File: config.mk
export PLATFORM = sky130hd
export DESIGN_NAME = hazard_fwd_ctrl
export DESIGN_NICKNAME = d
export VERILOG_FILES = /design/src/rtl/rv_pkg.sv /design/src/rtl/fwd_match.sv /design/src/rtl/hazard_fwd_ctrl.sv
export SDC_FILE = /design/constraint.sdc
export NUM_CORES = 1
export LEC_CHECK = 0
export ABC_CLOCK_PERIOD_IN_PS = 2000
export CAP_MARGIN = 20
export CORE_UTILIZATION = 25
export DETAILED_ROUTE_END_ITERATION = 8
export PLACE_DENSITY = 0.5
export SLEW_MARGIN = 10
export SYNTH_ARGS = -nofsm -noshare
export SYNTH_HDL_FRONTEND = slang
export SYNTH_SLANG_ARGS = --single-unit
File: constraint.sdc
create_clock -name clk -period 2 [get_ports clk]
set_input_delay 0.4 -clock clk [delete_from_list [all_inputs] [get_ports clk]]
set_output_delay 0.4 -clock clk [all_outputs]
set_load 0.02 [all_outputs]
File: src/rtl/rv_pkg.sv
// ---------------------------------------------------------------------------
// rv_pkg
// Types and constants shared by the RV32I pipeline control blocks.
//   fwd_sel_e     : EX operand forwarding select encoding
//   slot_t        : per-stage destination-tracking record
//   hazard_act_e  : resolved pipeline-control action for the current cycle
//   is_producer() : true when a slot will write a forwardable result
// ---------------------------------------------------------------------------
package rv_pkg;

   localparam int REG_AW = 5;

   // Operand mux select: register file, WB-stage result, MEM-stage ALU result.
   typedef enum logic [1:0] {
      FWD_RF  = 2'b00,
      FWD_WB  = 2'b01,
      FWD_MEM = 2'b10
   } fwd_sel_e;

   // Destination tracking for one in-flight instruction.
   typedef struct packed {
      logic              valid;
      logic [REG_AW-1:0] rd;
      logic              regwrite;
      logic              memread;
   } slot_t;

   localparam slot_t SLOT_EMPTY = '{valid: 1'b0, rd: '0, regwrite: 1'b0, memread: 1'b0};

   // Pipeline-control decision, listed from highest to lowest priority.
   typedef enum logic [1:0] {
      ACT_NONE,
      ACT_HOLD,
      ACT_REDIRECT,
      ACT_LOAD_USE
   } hazard_act_e;

   // x0 is hard-wired to zero, so a write to it never produces a value.
   function automatic logic is_producer(input slot_t s);
      return s.valid && s.regwrite && (s.rd != '0);
   endfunction

endpackage

File: src/rtl/fwd_match.sv
// ---------------------------------------------------------------------------
// fwd_match
// Forwarding and load-use detection for one ID-stage source operand.
//   rs        in  source register number
//   use_rs    in  the ID instruction actually reads rs
//   ex_slot   in  tracking record of the instruction now in EX
//   mem_slot  in  tracking record of the instruction now in MEM
//   fwd_sel   out select to latch for this operand when it enters EX
//   load_use  out the EX instruction is a load whose result rs needs
// ---------------------------------------------------------------------------
module fwd_match
   import rv_pkg::*;
(
   input  logic [REG_AW-1:0] rs,
   input  logic              use_rs,
   input  slot_t             ex_slot,
   input  slot_t             mem_slot,
   output fwd_sel_e          fwd_sel,
   output logic              load_use
);

   logic ex_hit;
   logic mem_hit;

   // The memread flag of the MEM slot does not matter here: by the time a
   // load reaches MEM its data is on the WB-stage result path.
   logic unused_mem_memread;
   assign unused_mem_memread = mem_slot.memread;

   assign ex_hit  = use_rs && is_producer(ex_slot)  && (ex_slot.rd  == rs);
   assign mem_hit = use_rs && is_producer(mem_slot) && (mem_slot.rd == rs);

   // The instruction now in EX will be in MEM when the consumer reaches EX,
   // so it is the newest producer and takes priority over the MEM slot.
   always_comb begin
      // NOTE: every output of a combinational block gets a default first so
      // that no path through the if/else leaves it unassigned (latch).
      fwd_sel = FWD_RF;
      if (ex_hit) begin
         fwd_sel = FWD_MEM;
      end else if (mem_hit) begin
         fwd_sel = FWD_WB;
      end
   end

   // A load's data only exists after MEM, so a dependent instruction right
   // behind it must wait one cycle. Writes to x0 never create a hazard.
   assign load_use = use_rs && ex_slot.valid && ex_slot.memread &&
                     (ex_slot.rd != '0) && (ex_slot.rd == rs);

endmodule

File: src/rtl/hazard_fwd_ctrl.sv
// ---------------------------------------------------------------------------
// hazard_fwd_ctrl
// Hazard and forwarding controller for the 5-stage RV32I pipeline. Shadows
// the destination of every in-flight instruction (EX/MEM/WB), registers the
// EX operand forwarding selects, and drives stall/flush/bubble for load-use
// hazards and EX-resolved redirects.
//   clk, rst                      pipeline clock, synchronous active-high reset
//   hold                          global freeze; all state holds
//   id_valid, id_rs1/2, id_use_rs1/2, id_rd, id_regwrite, id_memread
//                                 decoded ID-stage instruction
//   ex_redirect                   taken branch/jump resolved in EX
//   stall                         hold PC and IF/ID (combinational)
//   flush_id                      squash IF/ID (combinational)
//   bubble_ex                     load NOP into ID/EX (combinational)
//   fwd_a, fwd_b                  registered EX operand selects
//   stall_cnt, flush_cnt          load-use stall cycles / redirects taken
// ---------------------------------------------------------------------------
module hazard_fwd_ctrl
   import rv_pkg::*;
#(
   parameter int CNT_W = 32
) (
   input  logic              clk,
   input  logic              rst,
   input  logic              hold,
   input  logic              id_valid,
   input  logic [REG_AW-1:0] id_rs1,
   input  logic [REG_AW-1:0] id_rs2,
   input  logic              id_use_rs1,
   input  logic              id_use_rs2,
   input  logic [REG_AW-1:0] id_rd,
   input  logic              id_regwrite,
   input  logic              id_memread,
   input  logic              ex_redirect,
   output logic              stall,
   output logic              flush_id,
   output logic              bubble_ex,
   output logic [1:0]        fwd_a,
   output logic [1:0]        fwd_b,
   output logic [CNT_W-1:0]  stall_cnt,
   output logic [CNT_W-1:0]  flush_cnt
);

   slot_t       id_slot;
   slot_t       ex_next;
   slot_t       ex_slot;
   slot_t       mem_slot;
   slot_t       wb_slot;
   fwd_sel_e    sel_a;
   fwd_sel_e    sel_b;
   fwd_sel_e    fwd_a_q;
   fwd_sel_e    fwd_b_q;
   logic        hit_a;
   logic        hit_b;
   logic        load_use;
   hazard_act_e act;

   // -------------------------------------------------------------------------
   // Per-operand forwarding / load-use detection
   // -------------------------------------------------------------------------
   fwd_match u_match_rs1 (
      .rs       (id_rs1),
      .use_rs   (id_use_rs1),
      .ex_slot  (ex_slot),
      .mem_slot (mem_slot),
      .fwd_sel  (sel_a),
      .load_use (hit_a)
   );

   fwd_match u_match_rs2 (
      .rs       (id_rs2),
      .use_rs   (id_use_rs2),
      .ex_slot  (ex_slot),
      .mem_slot (mem_slot),
      .fwd_sel  (sel_b),
      .load_use (hit_b)
   );

   assign load_use = id_valid && (hit_a || hit_b);

   // -------------------------------------------------------------------------
   // Control priority: a freeze beats everything; a redirect squashes the
   // consumer anyway, so it beats load-use.
   // -------------------------------------------------------------------------
   always_comb begin
      act = ACT_NONE;
      if (hold) begin
         act = ACT_HOLD;
      end else if (ex_redirect) begin
         act = ACT_REDIRECT;
      end else if (load_use) begin
         act = ACT_LOAD_USE;
      end
   end

   always_comb begin
      stall     = 1'b0;
      flush_id  = 1'b0;
      bubble_ex = 1'b0;
      unique case (act)
         ACT_HOLD: begin
            // Freeze: nothing moves, so nothing needs to be bubbled.
            stall = 1'b1;
         end
         ACT_REDIRECT: begin
            // Squash the two wrong-path instructions in IF/ID and ID/EX.
            flush_id  = 1'b1;
            bubble_ex = 1'b1;
         end
         ACT_LOAD_USE: begin
            // Keep the consumer in ID one cycle and send a bubble behind the load.
            stall     = 1'b1;
            bubble_ex = 1'b1;
         end
         default: ;
      endcase
   end

   // -------------------------------------------------------------------------
   // Next EX slot
   // -------------------------------------------------------------------------
   always_comb begin
      id_slot = '{valid: id_valid, rd: id_rd, regwrite: id_regwrite, memread: id_memread};
      ex_next = id_slot;
      if (bubble_ex || !id_valid) begin
         ex_next = SLOT_EMPTY;
      end
   end

   // The WB slot is tracked so the shadow pipeline mirrors the real one, but
   // nothing reads it: a WB-stage producer is bypassed inside the register
   // file, so an ID consumer selects the register file path.
   logic unused_wb;
   assign unused_wb = ^wb_slot;

   // -------------------------------------------------------------------------
   // Shadow slots, select registers and counters
   // -------------------------------------------------------------------------
   always_ff @(posedge clk) begin
      if (rst) begin
         ex_slot   <= SLOT_EMPTY;
         mem_slot  <= SLOT_EMPTY;
         wb_slot   <= SLOT_EMPTY;
         fwd_a_q   <= FWD_RF;
         fwd_b_q   <= FWD_RF;
         stall_cnt <= '0;
         flush_cnt <= '0;
      end else if (!hold) begin
         // NOTE: non-blocking assignments make the slot shift read the old
         // value of every stage, so the three stages advance together.
         wb_slot  <= mem_slot;
         mem_slot <= ex_slot;
         ex_slot  <= ex_next;
         // A bubble entering EX must not steer the operand muxes.
         fwd_a_q  <= ex_next.valid ? sel_a : FWD_RF;
         fwd_b_q  <= ex_next.valid ? sel_b : FWD_RF;
         if (act == ACT_LOAD_USE) begin
            stall_cnt <= stall_cnt + CNT_W'(1);
         end
         if (act == ACT_REDIRECT) begin
            flush_cnt <= flush_cnt + CNT_W'(1);
         end
      end
   end

   assign fwd_a = fwd_a_q;
   assign fwd_b = fwd_b_q;

endmodule

Yosys cells after proc, flatten, opt, wreduce, memory -nomap -nowiden

Index checks and enable logic that the tools add are counted.

Flip-flop bits (word level): 83
Bits in latches: 0
Memory bits (writable): 0
Memory bits (read-only): 0
Input port bits: 24
Output and inout bits: 71
Logic and storage cells: 64
Memories kept: 0

Add/sub/neg operators: 2
Multipliers: 0
Divide/modulo/power cells: 0
Order comparisons: 0
Equality and inequality tests: 7
Shift-type cells: 0
Mux-type cells: 13
Bitwise gates (word level): 1
Reduce and logical (&&, ||, !) cells: 30

Operators by type and width:

| cell                                                | count |
|---|---|
| adder 32 x 1 -> 32 bit, second input constant       | 2 |
| logical AND 1 bit                                   | 21 |
| equality test 5 bit                                 | 4 |
| two-way mux 2 bit                                   | 7 |
| nonzero test 5 bit                                  | 2 |
| two-way mux 8 bit                                   | 1 |
| two-way mux 1 bit                                   | 5 |
| equality test 2 bit, second input constant          | 2 |
| AND reduction 2 bit                                 | 2 |
| OR reduction 2 bit                                  | 2 |
| equality test 2 x 1 -> 1 bit, second input constant | 1 |
| logical OR 1 bit                                    | 2 |
| logical NOT 1 bit                                   | 1 |
| NOT 1 bit                                           | 1 |

Depth between registers and ports, before layout

Gate-level depths: netlist of the first run.

Word-level depth: 15
Gate-level depth with buffers: 8

Modules after synthesis

From an unflattened synthesis of the first run, not the netlist that was laid out.

Cells, all modules: 465
Area total of the unflattened synthesis: 4026.4 um^2

Modules (own cells, without submodules):

| module          | times used | cells each | area each (um^2) |
|---|---|---|---|
| hazard_fwd_ctrl | 1          | 419        | 3676.0 |
| fwd_match       | 2          | 23         | 175.2 |

Worst setup path before layout of the first run

OpenSTA, ideal clock, no wires.

Kind: reg2out
Start point: register ex_slot[6] (netlist name)
End point: output bubble_ex
Data arrival time: 1856 ps
Data required time: 1600 ps
Slack: -256 ps
Stages on the path, launching flop included: 8
Buffers on the path: 3
Path through: dfxtp_1 buf_2 xor2_1 nor4_1 a22oi_1 clkbuf_1 clkbuf_1 o21bai_1

Word-level cells in the longest chain between the ends: 11

RTL lines:

| what                             | RTL line               | text |
|---|---|---|
| nonzero test 5 bit               | fwd_match.sv:49        | `(ex_slot.rd != '0) && (ex_slot.rd == rs);` |
| logical AND 1 bit                | fwd_match.sv:48        | `assign load_use = use_rs && ex_slot.valid && ex_slot.memread &&` |
| logical AND 1 bit                | fwd_match.sv:49        |  |
| logical OR 1 bit (*)             | hazard_fwd_ctrl.sv:79  | `assign load_use = id_valid && (hit_a \|\| hit_b);` |
| logical AND 1 bit (*)            | hazard_fwd_ctrl.sv:79  |  |
| two-way mux 2 bit (*)            | hazard_fwd_ctrl.sv:91  | `end else if (load_use) begin` |
| two-way mux 2 bit (*)            | hazard_fwd_ctrl.sv:89  | `end else if (ex_redirect) begin` |
| two-way mux 2 bit (*)            | hazard_fwd_ctrl.sv:87  | `if (hold) begin` |
| equality test 2 bit              | hazard_fwd_ctrl.sv:100 | `unique case (act)` |
| OR reduction 2 bit (no line) (*) | --                     |  |
| two-way mux 1 bit (*)            | hazard_fwd_ctrl.sv:100 |  |
| end, declared                    | hazard_fwd_ctrl.sv:37  | `output logic bubble_ex,` |

Every way passes the cells marked *; elsewhere a longest branch is shown, timed or not.

Final worst setup path of the first run

Start point: register ex_slot[3] (netlist name)
End point: output bubble_ex

Word-level cells in the longest chain between the ends: 11

RTL lines:

| what                             | RTL line |
|---|---|
| nonzero test 5 bit               | fwd_match.sv:49 |
| logical AND 1 bit                | fwd_match.sv:48 |
| logical AND 1 bit                | fwd_match.sv:49 |
| logical OR 1 bit (*)             | hazard_fwd_ctrl.sv:79 |
| logical AND 1 bit (*)            | hazard_fwd_ctrl.sv:79 |
| two-way mux 2 bit (*)            | hazard_fwd_ctrl.sv:91 |
| two-way mux 2 bit (*)            | hazard_fwd_ctrl.sv:89 |
| two-way mux 2 bit (*)            | hazard_fwd_ctrl.sv:87 |
| equality test 2 bit              | hazard_fwd_ctrl.sv:100 |
| OR reduction 2 bit (no line) (*) | -- |
| two-way mux 1 bit (*)            | hazard_fwd_ctrl.sv:100 |

Marks and branches as above.

==> impl_metrics.py, run 1 <==
metrics = {
    "sta": {
        "fin_crit_ns": 2.39,
        "worstMarginPinSlew_ns": 0.556,
        "slew_headroom": 0.629,
        "fmax_mhz": 419,
        "period_share": 1.19,
        "rsz0062_at_grt": "yes",
        "final_hold_viol_count": 0,
        "drv_slew": 0,
        "setup_ws_ns": -0.385,
        "finalClockSkew_ns": 0.00725,
        "setup_viol": 40,
    },
    "clock_network": {
        "root_buffer": "clkbuf_16",
        "htree_levels": 3,
        "clock_latency_ns": 0.34,
        "cts_inserted_buffers": 9,
        "clkTransAtPathRegs_ns": 0.06,
        "cts_sinks": 83,
        "clk_path_buf_depth": 2,
        "cts_tree": "built",
        "postCtsHoldBufs": 0,
    },
    "layout": {
        "syn_to_final_growth_pct": 67.1,
        "multi_input_area_um2": 2770,
        "fin_area_um2": 6790,
        "drive_gt1_frac": 0.321,
        "fill_cells": 1600,
        "final_nets": 655,
        "regArea_um2": 1670,
        "num_antenna_cells": 0,
    },
    "placement": {
        "gp_congestion": 0.801,
        "port-buffer-count": 94,
        "pre_cts_ws_ns": -0.744,
        "dp_hpwl_mm": 8.55,
        "placed_cell_area_um2": 5700,
    },
    "pwr": {
        "comb_power_share": 0.073,
        "p_sw_mw": 0.805,
        "pwr-share-seq": 0.466,
        "power_density_nw_per_um2": 528,
        "peakVddDrop_mv": 0.383,
        "power.internal_mw": 2.78,
        "switching_share": 0.225,
        "leakagePower_nw": 2.31,
        "clockPowerShare": 0.461,
    },
    "floorplan": {
        "die_h_um": 129,
        "ioPinCount": 95,
        "num_rows": 46,
        "dieArea_um2": 16800,
        "coreArea_um2": 15900,
        "start_util": 0.256,
        "dieWidth_um": 129,
    },
    "setup_path": {
        "startpoint": "ex_slot[3]",
        "worstReg2RegStart": "ex_slot[3]",
        "cp-start-kind": "flip-flop",
        "reg2reg_to": "stall_cnt[4]",
        "crit_path_end_kind": "output port",
        "worstSetupPathType": "flip-flop to output port",
        "rr_worst_depth": 10,
        "cp-endpoint": "bubble_ex",
        "r2r_slack_ns": -0.28,
        "worst-path-max-fanout": 3,
        "cp.required_ns": 1.60,
        "cp.arrival_ns": 1.99,
    },
    "synthesis": {
        "synth_nets": 495,
        "yosysWarnings": 0,
        "synth_area_leaders": "dfxtp_1 (41%), xnor2_1 (6.5%), or4_1 (5.7%)",
        "synth_cells": 469,
        "ys_seq_area_frac": 0.409,
        "avgSynthCellArea_um2": 8.67,
        "netlist_area_um2": 4060,
        "ys_ff_latch": 83,
        "yosys.cell_count.top_type": "dfxtp_1",
        "synthFlopType": "dfxtp_1",
        "synth_edf_count": 0,
        "yosys.area.top_type": "dfxtp_1",
        "synth_top_area_share": 0.409,
        "synth_common_cells": "dfxtp_1 (83), nor2_1 (44), a21oi_1 (31), or4_1 (31), xnor2_1 (30)",
        "async_flop_share": 0,
        "ys_types": 40,
    },
    "grt": {
        "grt_pass1_vias": 4089,
        "grt_max_degree": 40,
        "grtUsageTotal": 0.156,
        "overflow": 0,
        "antenna_found_initial": 0,
        "grt_pass1_wl_mm": 20.4,
    },
    "detailed_routing": {
        "num_vias": 4272,
        "detail_route.vias_per_cell": 5.04,
        "wirelength_mm": 13.6,
        "drtAntennaViolNets": 0,
        "first_pass_iters": 4,
        "drc": 0,
        "wire_per_inst_um": 16.0,
        "drt-initial-drc-count": 298,
    },
    "status": {
        "failed_checks": "setup timing",
        "status": "finished, violations left",
    },
    "worst_hold_path": {
        "holdPathStages": 2,
        "hold_class": "flip-flop to flip-flop",
    },
    "job": {
        "cap_viol_max_count": 0,
    },
}
## routing by layer
layer  GRT usage  wire length [um]  vias to the layer above
li1            -                 -                     2055
met3      0.0384               649                       20
met5           0                 0                        -
met1       0.198              6220                     2074
met2       0.257              6510                      123
met4      0.0540               217                        0
## what timing repair did
action,CTS,global route
gates cloned,3,6
buffers inserted,7,9
setup endpoints to repair,51,54
resized for setup,28,112
pin swaps,29,52
## placed cells by master, fill, tap and decap left out, types with 18 or more instances in the layout
cell and instances:
buf_4 62, xnor2_1 30, nand3_1 26, or4_4 27
nor2_1 44, nand2_1 26, nand4_1 18, dfxtp_1 75
a21oi_2 26, xor2_1 20, clkdlybuf4s50_1 84
## worst max-delay path, cell delays in order, from the launching register on
cell and delay (ns):
dfxtp_2 0.32, buf_6 0.11, xor2_1 0.16, nor4_2 0.28, buf_4 0.17, a22oi_2 0.10, buf_6 0.15, buf_12 0.12
o21bai_4 0.10, buf_6 0.14
## worst min-delay path by stage
| stage | startpoint | end | slack, ns |
|---|---|---|---|
| 3_3_place_gp | fwd_a[1] | fwd_a[1] | 0.46 |
| 6_report | fwd_a[0] | fwd_a[0] | 0.47 |
| 5_1_grt | rst | ex_slot[7] | 0.47 |
| 4_1_cts | fwd_a[0] | fwd_a[0] | 0.47 |
| 2_1_floorplan | mem_slot[1] | mem_slot[1] | 0.46 |
| 3_5_place_dp | fwd_a[0] | fwd_a[0] | 0.46 |
## stage by stage
stage               total power [mW]  hold WS (ns)   util  instances  TNS, ns
floorplan                       1.81         0.464      -        469  -0.0737
global placement                1.93         0.455  0.359        811   -35.01
detailed placement              1.93         0.458  0.359        811   -35.09
CTS                             3.61         0.467  0.387        835   -12.01
global route                    3.72         0.467  0.427        848    -9.78
finish                          3.58         0.466  0.427        848    -7.97
## layout make-up
cell class | instances | share of cell area
multi-input cells | 352 | 0.408
repair buffers | 177 | 0.261
flip-flops and latches | 83 | 0.246
well taps | 216 | 0.0398
clock buffers | 11 | 0.0358
clock inverters | 3 | 0.00590
inverters | 6 | 0.00332
## registers in the layout, indices dropped and copies added, names as in the netlist
register / count
mem_slot: 7
ex_slot: 8
fwd_b: 2
fwd_a: 2
flush_cnt: 32
stall_cnt: 32
## cell families (layout without fill, tap and decap cells)
group,after synthesis,in the layout,share of synthesized area
xor+xnor,50,50,0.108
compound gates,84,84,0.138
buf+inv,35,197,0.0339
fa+ha+maj,2,2,0.00616
mux,9,9,0.0225
flops,83,83,0.409
simple gates,206,207,0.283
## power groups by stage
stage	logic (mW)	registers [mW]	clock network, mW
5_1_grt	0.279	1.67	1.77
6_report	0.262	1.67	1.65
2_1_floorplan	0.0980	1.71	0
4_1_cts	0.237	1.67	1.70
3_5_place_dp	0.221	1.71	0
3_3_place_gp	0.219	1.71	0
No activity file was read; power rests on OpenSTA's default activity.
==> run 2: changes to the inputs <==
ABC_CLOCK_PERIOD_IN_PS = 2900   (was 2000)
PLACE_DENSITY = 0.49   (was 0.5)
clock period = 2.9 ns   (was 2 ns; I/O delays follow)
==> run 2 against run 1 <==
Net effect:
- the run now ends clean
- power down 33%
- sequential power down 31%
- combinational power decreased by 46%
- clock skew grew 0.0016 ns
- cell count down 6.8%
- hold slack improved by 0.0017 ns
- via count decreased by 8.1%
- die area stayed put
- final area fell by 16%
- critical path depth decreased by 1
- core utilization decreased by 6.9 points
- critical path type is now input port to output port
- critical endpoint unchanged
==> impl_metrics.py, run 2 (same netlist as run 1, synthesis figures left out) <==
metrics = {
    "status": {
        "status": "finished clean",
    },
    "pwr": {
        "power.internal_mw": 1.87,
        "p_sw_mw": 0.536,
        "comb_power_share": 0.059,
        "pwr-share-seq": 0.480,
        "power_density_nw_per_um2": 423,
        "switching_share": 0.223,
        "p_total_mw": 2.41,
        "clockPowerShare": 0.461,
        "leakagePower_nw": 1.81,
        "peakVddDrop_mv": 0.267,
    },
    "sta": {
        "period_share": 0.963,
        "setup_ws_ns": 0.106,
        "fmax_mhz": 358,
        "fin_crit_ns": 2.79,
        "drv_slew": 0,
        "finalClockSkew_ns": 0.00888,
        "slew_headroom": 0.458,
        "final_hold_viol_count": 0,
        "rsz0062_at_grt": "no",
        "setup_tns_ns": 0,
        "setup_viol": 0,
        "worstMarginPinSlew_ns": 0.811,
    },
    "grt": {
        "grt_max_degree": 53,
        "grt_use_met2": 0.226,
        "grtUsageMet1": 0.193,
        "overflow": 0,
        "antenna_found_initial": 0,
        "grtUsageTotal": 0.144,
        "grt.busiest_layer": "met2",
        "grt_pass1_wl_mm": 18.9,
        "met3_usage": 0.0264,
        "grt_pass1_vias": 3661,
    },
    "setup_path": {
        "cp-start-kind": "input port",
        "worst-path-max-fanout": 26,
        "cp.required_ns": 2.32,
        "crit_path_end_kind": "output port",
        "worstSetupPathType": "input port to output port",
        "cp.arrival_ns": 2.21,
    },
    "floorplan": {
        "num_rows": 46,
        "coreArea_um2": 15900,
        "dieWidth_um": 129,
        "dieArea_um2": 16800,
        "die_h_um": 129,
        "start_util": 0.256,
        "ioPinCount": 95,
    },
    "clock_network": {
        "clock_latency_ns": 0.34,
        "clk_path_buf_depth": 2,
        "cts_sinks": 83,
        "htree_levels": 3,
        "cts_tree": "built",
        "clkTransAtPathRegs_ns": 0.06,
        "cts_inserted_buffers": 9,
        "root_buffer": "clkbuf_16",
        "postCtsHoldBufs": 0,
    },
    "layout": {
        "final_cell_mix": "clkdlybuf4s50_1 (89), dfxtp_1 (83), nor2_1 (44), or4_1 (31), a21oi_1 (31)",
        "syn_to_final_growth_pct": 40.1,
        "layout_commonest_cell": "clkdlybuf4s50_1",
        "drive_gt1_frac": 0.0871,
        "reg.largest.list": "flush_cnt (32), stall_cnt (32), ex_slot (8)",
        "fill_cells": 1673,
        "final_nets": 598,
        "num_antenna_cells": 0,
    },
    "detailed_routing": {
        "first_pass_iters": 4,
        "drc": 0,
        "num_vias": 3924,
        "detail_route.vias_per_cell": 4.97,
        "wire_per_inst_um": 14.9,
        "drtAntennaViolNets": 0,
        "drt-initial-drc-count": 189,
        "wirelength_mm": 11.8,
    },
    "placement": {
        "pre_cts_ws_ns": -0.326,
        "gp_congestion": 0.798,
        "port-buffer-count": 94,
        "dp_hpwl_mm": 8.01,
    },
    "worst_hold_path": {
        "hold_class": "flip-flop to flip-flop",
    },
    "job": {
        "cap_viol_max_count": 0,
    },
}
==> run 2: changes by cell type in the layout (fill, tap and decap cells not counted), moves of 5 or more <==
cell	change
o31ai_1	+16
a21oi_2	-26
or4_4	-26
dfxtp_2	-8
clkdlybuf4s50_1	+5
or4_1	+26
o31ai_2	-8
o31ai_4	-8
dfxtp_1	+8
a21oi_1	+26
buf_4	-38
buf_6	-11
==> run 2: metrics by stage <==
stage | utilization | hold WS, ns | instance area [um2] | cells
after floorplan | - | 0.464 | 4060 | 469
after global placement | 0.337 | 0.463 | 5360 | 775
after detailed placement | 0.337 | 0.459 | 5360 | 775
after CTS | 0.356 | 0.473 | 5660 | 788
after global routing | 0.358 | 0.499 | 5690 | 790
final | 0.358 | 0.468 | 5690 | 790
==> run 2: final timing paths <==
path | depth (start not counted) | start | end | slack, ns
max reg2reg | 5 | ex_slot[3] | stall_cnt[11] | 0.58
min | 2 | fwd_b[0] | fwd_b[0] | 0.47
min reg2reg | 2 | fwd_b[0] | fwd_b[0] | 0.47
max | 8 | id_rs1[3] | bubble_ex | 0.11
==> run 2: critical path, cell delays in order <==
cell             delay (ns)
clkdlybuf4s50_1        0.50
xor2_1                 0.18
nor4_2                 0.07
buf_4                  0.14
a22oi_2                0.28
buf_12                 0.22
o21bai_4               0.09
buf_6                  0.13
==> run 2: power by group through the flow <==
stage / Combinational, mW / Sequential [mW] / Clock (mW)
after floorplan: 0.0639 / 1.18 / 0
after global placement: 0.137 / 1.18 / 0
after detailed placement: 0.139 / 1.18 / 0
after CTS: 0.141 / 1.15 / 1.14
after global routing: 0.154 / 1.15 / 1.19
final: 0.142 / 1.15 / 1.11
==> run 2: routing by layer <==
metal  up-vias  part of all wire
met5         -                 0
met4         0             0.016
met3        12             0.040
met2        98              0.46
met1      1866              0.49
li1       1948                 -
==> run 2: final cells by class <==
class | instances | area [um2] | share of cell area
clock buffers | 10 | 229 | 0.0402
well taps | 216 | 270 | 0.0475
repair buffers | 121 | 1180 | 0.207
clock inverters | 3 | 42.5 | 0.00747
inverters | 6 | 22.5 | 0.00396
multi-input cells | 351 | 2290 | 0.402
flip-flops and latches | 83 | 1660 | 0.292
==> run 2: what timing repair did <==
item	in CTS	in global routing
endpoints found under the setup margin	2	2
gates resized for setup	7	4
gates cloned	0	1
pin swaps	0	2
buffers inserted	0	1
==> run 3: changes to the inputs <==
ABC_AREA = 0   (was unset)
CORE_UTILIZATION = 46   (was 25)
PLACE_DENSITY = 0.78   (was 0.49)
==> run 3 against run 2 <==
Net effect:
- sequential share of layout area is 1.0 points higher
- fmax is 0.43% lower
- critical path depth decreased by 1
- first-iteration DRC count decreased by 28%
- global-route usage grew 9.3 points
- setup slack got worse by 0.012 ns
- highest routed layer unchanged
- critical path type unchanged
- clock-buffer cell count grew 2
- clock power decreased by 24%
- core utilization rose by 30 points
==> impl_metrics.py, run 3 (same netlist as run 1, synthesis figures left out) <==
metrics = {
    "setup_path": {
        "reg2reg_to": "stall_cnt[23]",
        "cp.required_ns": 2.32,
        "worstSetupPathType": "input port to output port",
        "critPathMaxStageDelay_ns": 0.43,
        "crit_slowest_cell": "clkdlybuf4s50_1",
        "crit_chain": "clkdlybuf4s50_1 > xor2_1 > nor4_2 > buf_4 > a22oi_2 > o21bai_1 > clkdlybuf4s15_2",
        "startpoint": "id_rs1[1]",
        "cp.arrival_ns": 2.23,
        "crit_path_end_kind": "output port",
        "cp-start-kind": "input port",
        "worst-path-max-fanout": 3,
        "rr_worst_depth": 8,
        "r2r_slack_ns": 0.61,
        "worstReg2RegStart": "ex_slot[2]",
    },
    "clock_network": {
        "cts_tree": "built",
        "htree_levels": 3,
        "postCtsHoldBufs": 0,
        "clkTransAtPathRegs_ns": 0.08,
        "cts_inserted_buffers": 9,
        "clk_path_buf_depth": 2,
        "root_buffer": "clkbuf_8",
        "cts_sinks": 83,
        "clock_latency_ns": 0.36,
    },
    "grt": {
        "grt_max_degree": 34,
        "overflow": 0,
        "grt_pass1_vias": 3644,
        "grtUsageTotal": 0.237,
        "grt_pass1_wl_mm": 17.0,
        "antenna_found_initial": 0,
    },
    "detailed_routing": {
        "wirelength_mm": 10.5,
        "drc": 0,
        "drt-initial-drc-count": 137,
        "num_vias": 3988,
        "drtAntennaViolNets": 0,
        "detail_route.vias_per_cell": 5.85,
        "first_pass_iters": 4,
        "wire_per_inst_um": 15.3,
    },
    "floorplan": {
        "coreArea_um2": 8380,
        "ioPinCount": 95,
        "num_rows": 33,
        "dieArea_um2": 9210,
        "start_util": 0.485,
        "die_h_um": 96.0,
        "dieWidth_um": 96.0,
    },
    "sta": {
        "fin_crit_ns": 2.81,
        "drv_slew": 0,
        "setup_viol": 0,
        "final_hold_viol_count": 0,
        "finalClockSkew_ns": 0.0101,
        "fmax_mhz": 356,
        "worstMarginPinSlew_ns": 0.718,
        "holdWs_ns": 0.469,
        "rsz0062_at_grt": "no",
        "slew_headroom": 0.520,
        "period_share": 0.968,
    },
    "layout": {
        "drive_gt1_frac": 0.0901,
        "num_antenna_cells": 0,
        "syn_to_final_growth_pct": 35.3,
        "reg.largest.list": "flush_cnt (32), stall_cnt (32), ex_slot (8)",
        "final_nets": 598,
        "instances_no_fill": 682,
        "final_cell_mix": "clkdlybuf4s50_1 (91), dfxtp_1 (83), nor2_1 (44), or4_1 (31), a21oi_1 (31)",
        "fill_cells": 699,
        "layout_commonest_cell": "clkdlybuf4s50_1",
        "finalCoreUtilization": 0.656,
    },
    "worst_hold_path": {
        "holdPathStages": 2,
        "hold_class": "flip-flop to flip-flop",
        "min-delay-start": "fwd_b[0]",
        "holdPathEnd": "fwd_b[0]",
    },
    "placement": {
        "gp_congestion": 0.871,
        "dp_cells": 662,
        "dp_hpwl_mm": 7.14,
        "port-buffer-count": 94,
    },
    "job": {
        "cap_viol_max_count": 0,
    },
    "pwr": {
        "leakagePower_nw": 1.79,
        "peakVddDrop_mv": 0.225,
        "power_density_nw_per_um2": 390,
    },
    "status": {
        "status": "finished clean",
    },
}
[run 3: stage by stage]
step | total power, mW | TNS (ns) | instance area [um2] | setup slack (ns)
floorplan | 1.24 | 0 | 4060 | 0.341
global placement | 1.31 | -1.09 | 5190 | -0.230
detailed placement | 1.31 | -2.79 | 5190 | -0.310
CTS | 2.15 | 0 | 5480 | 0.0363
global route | 2.21 | 0 | 5500 | 0.0226
finish | 2.15 | 0 | 5500 | 0.0941
[run 3: layout make-up]
cell class	instances	area, um2	area share
clock buffer	12	145	0.0264
clock inverter	4	50.0	0.00910
inverter	6	22.5	0.00410
multi-input combinational	351	2290	0.416
sequential	83	1660	0.302
tap	105	131	0.0239
timing repair buffer	121	1200	0.218
[run 3: repair_timing]
item | in CTS | in global routing
resized for setup | 6 | 2
endpoints found under the setup margin | 2 | 2
pin swaps | 3 | 0
cloned | 2 | 0
setup buffers | 2 | 0
endpoints found under the hold margin | 0 | 0
[run 3: critical path: cells and delay by family]
kind | cells | cell delay, ns
AND/OR/NAND/NOR | 1 | 0.28
XOR/XNOR | 1 | 0.16
buffers and inverters | 3 | 0.88
AO/OA/AOI/OAI | 2 | 0.32
[run 3: where the power goes]
part | leakage (nW) | switching, mW | internal [mW]
Clock | 0.0926 | 0.426 | 0.421
Sequential | 0.669 | 0.00809 | 1.14
Combinational | 1.02 | 0.0696 | 0.0770
[run 3: worst max path at each step]
stage                 to  cells after the start
6_report           stall                      7
2_1_floorplan  bubble_ex                      6
4_1_cts        bubble_ex                      8
5_1_grt            stall                      7
3_3_place_gp       stall                      7
3_5_place_dp       stall                      7
[run 3: per-layer routing]
layer | share of wire | track usage | vias up | routed length (um)
met2 | 0.48 | 0.399 | 128 | 4980
met3 | 0.065 | 0.0466 | 19 | 681
li1 | - | - | 1940 | -
met4 | 0.023 | 0.108 | 0 | 244
met1 | 0.44 | 0.292 | 1901 | 4550
met5 | 0 | 0 | - | 0
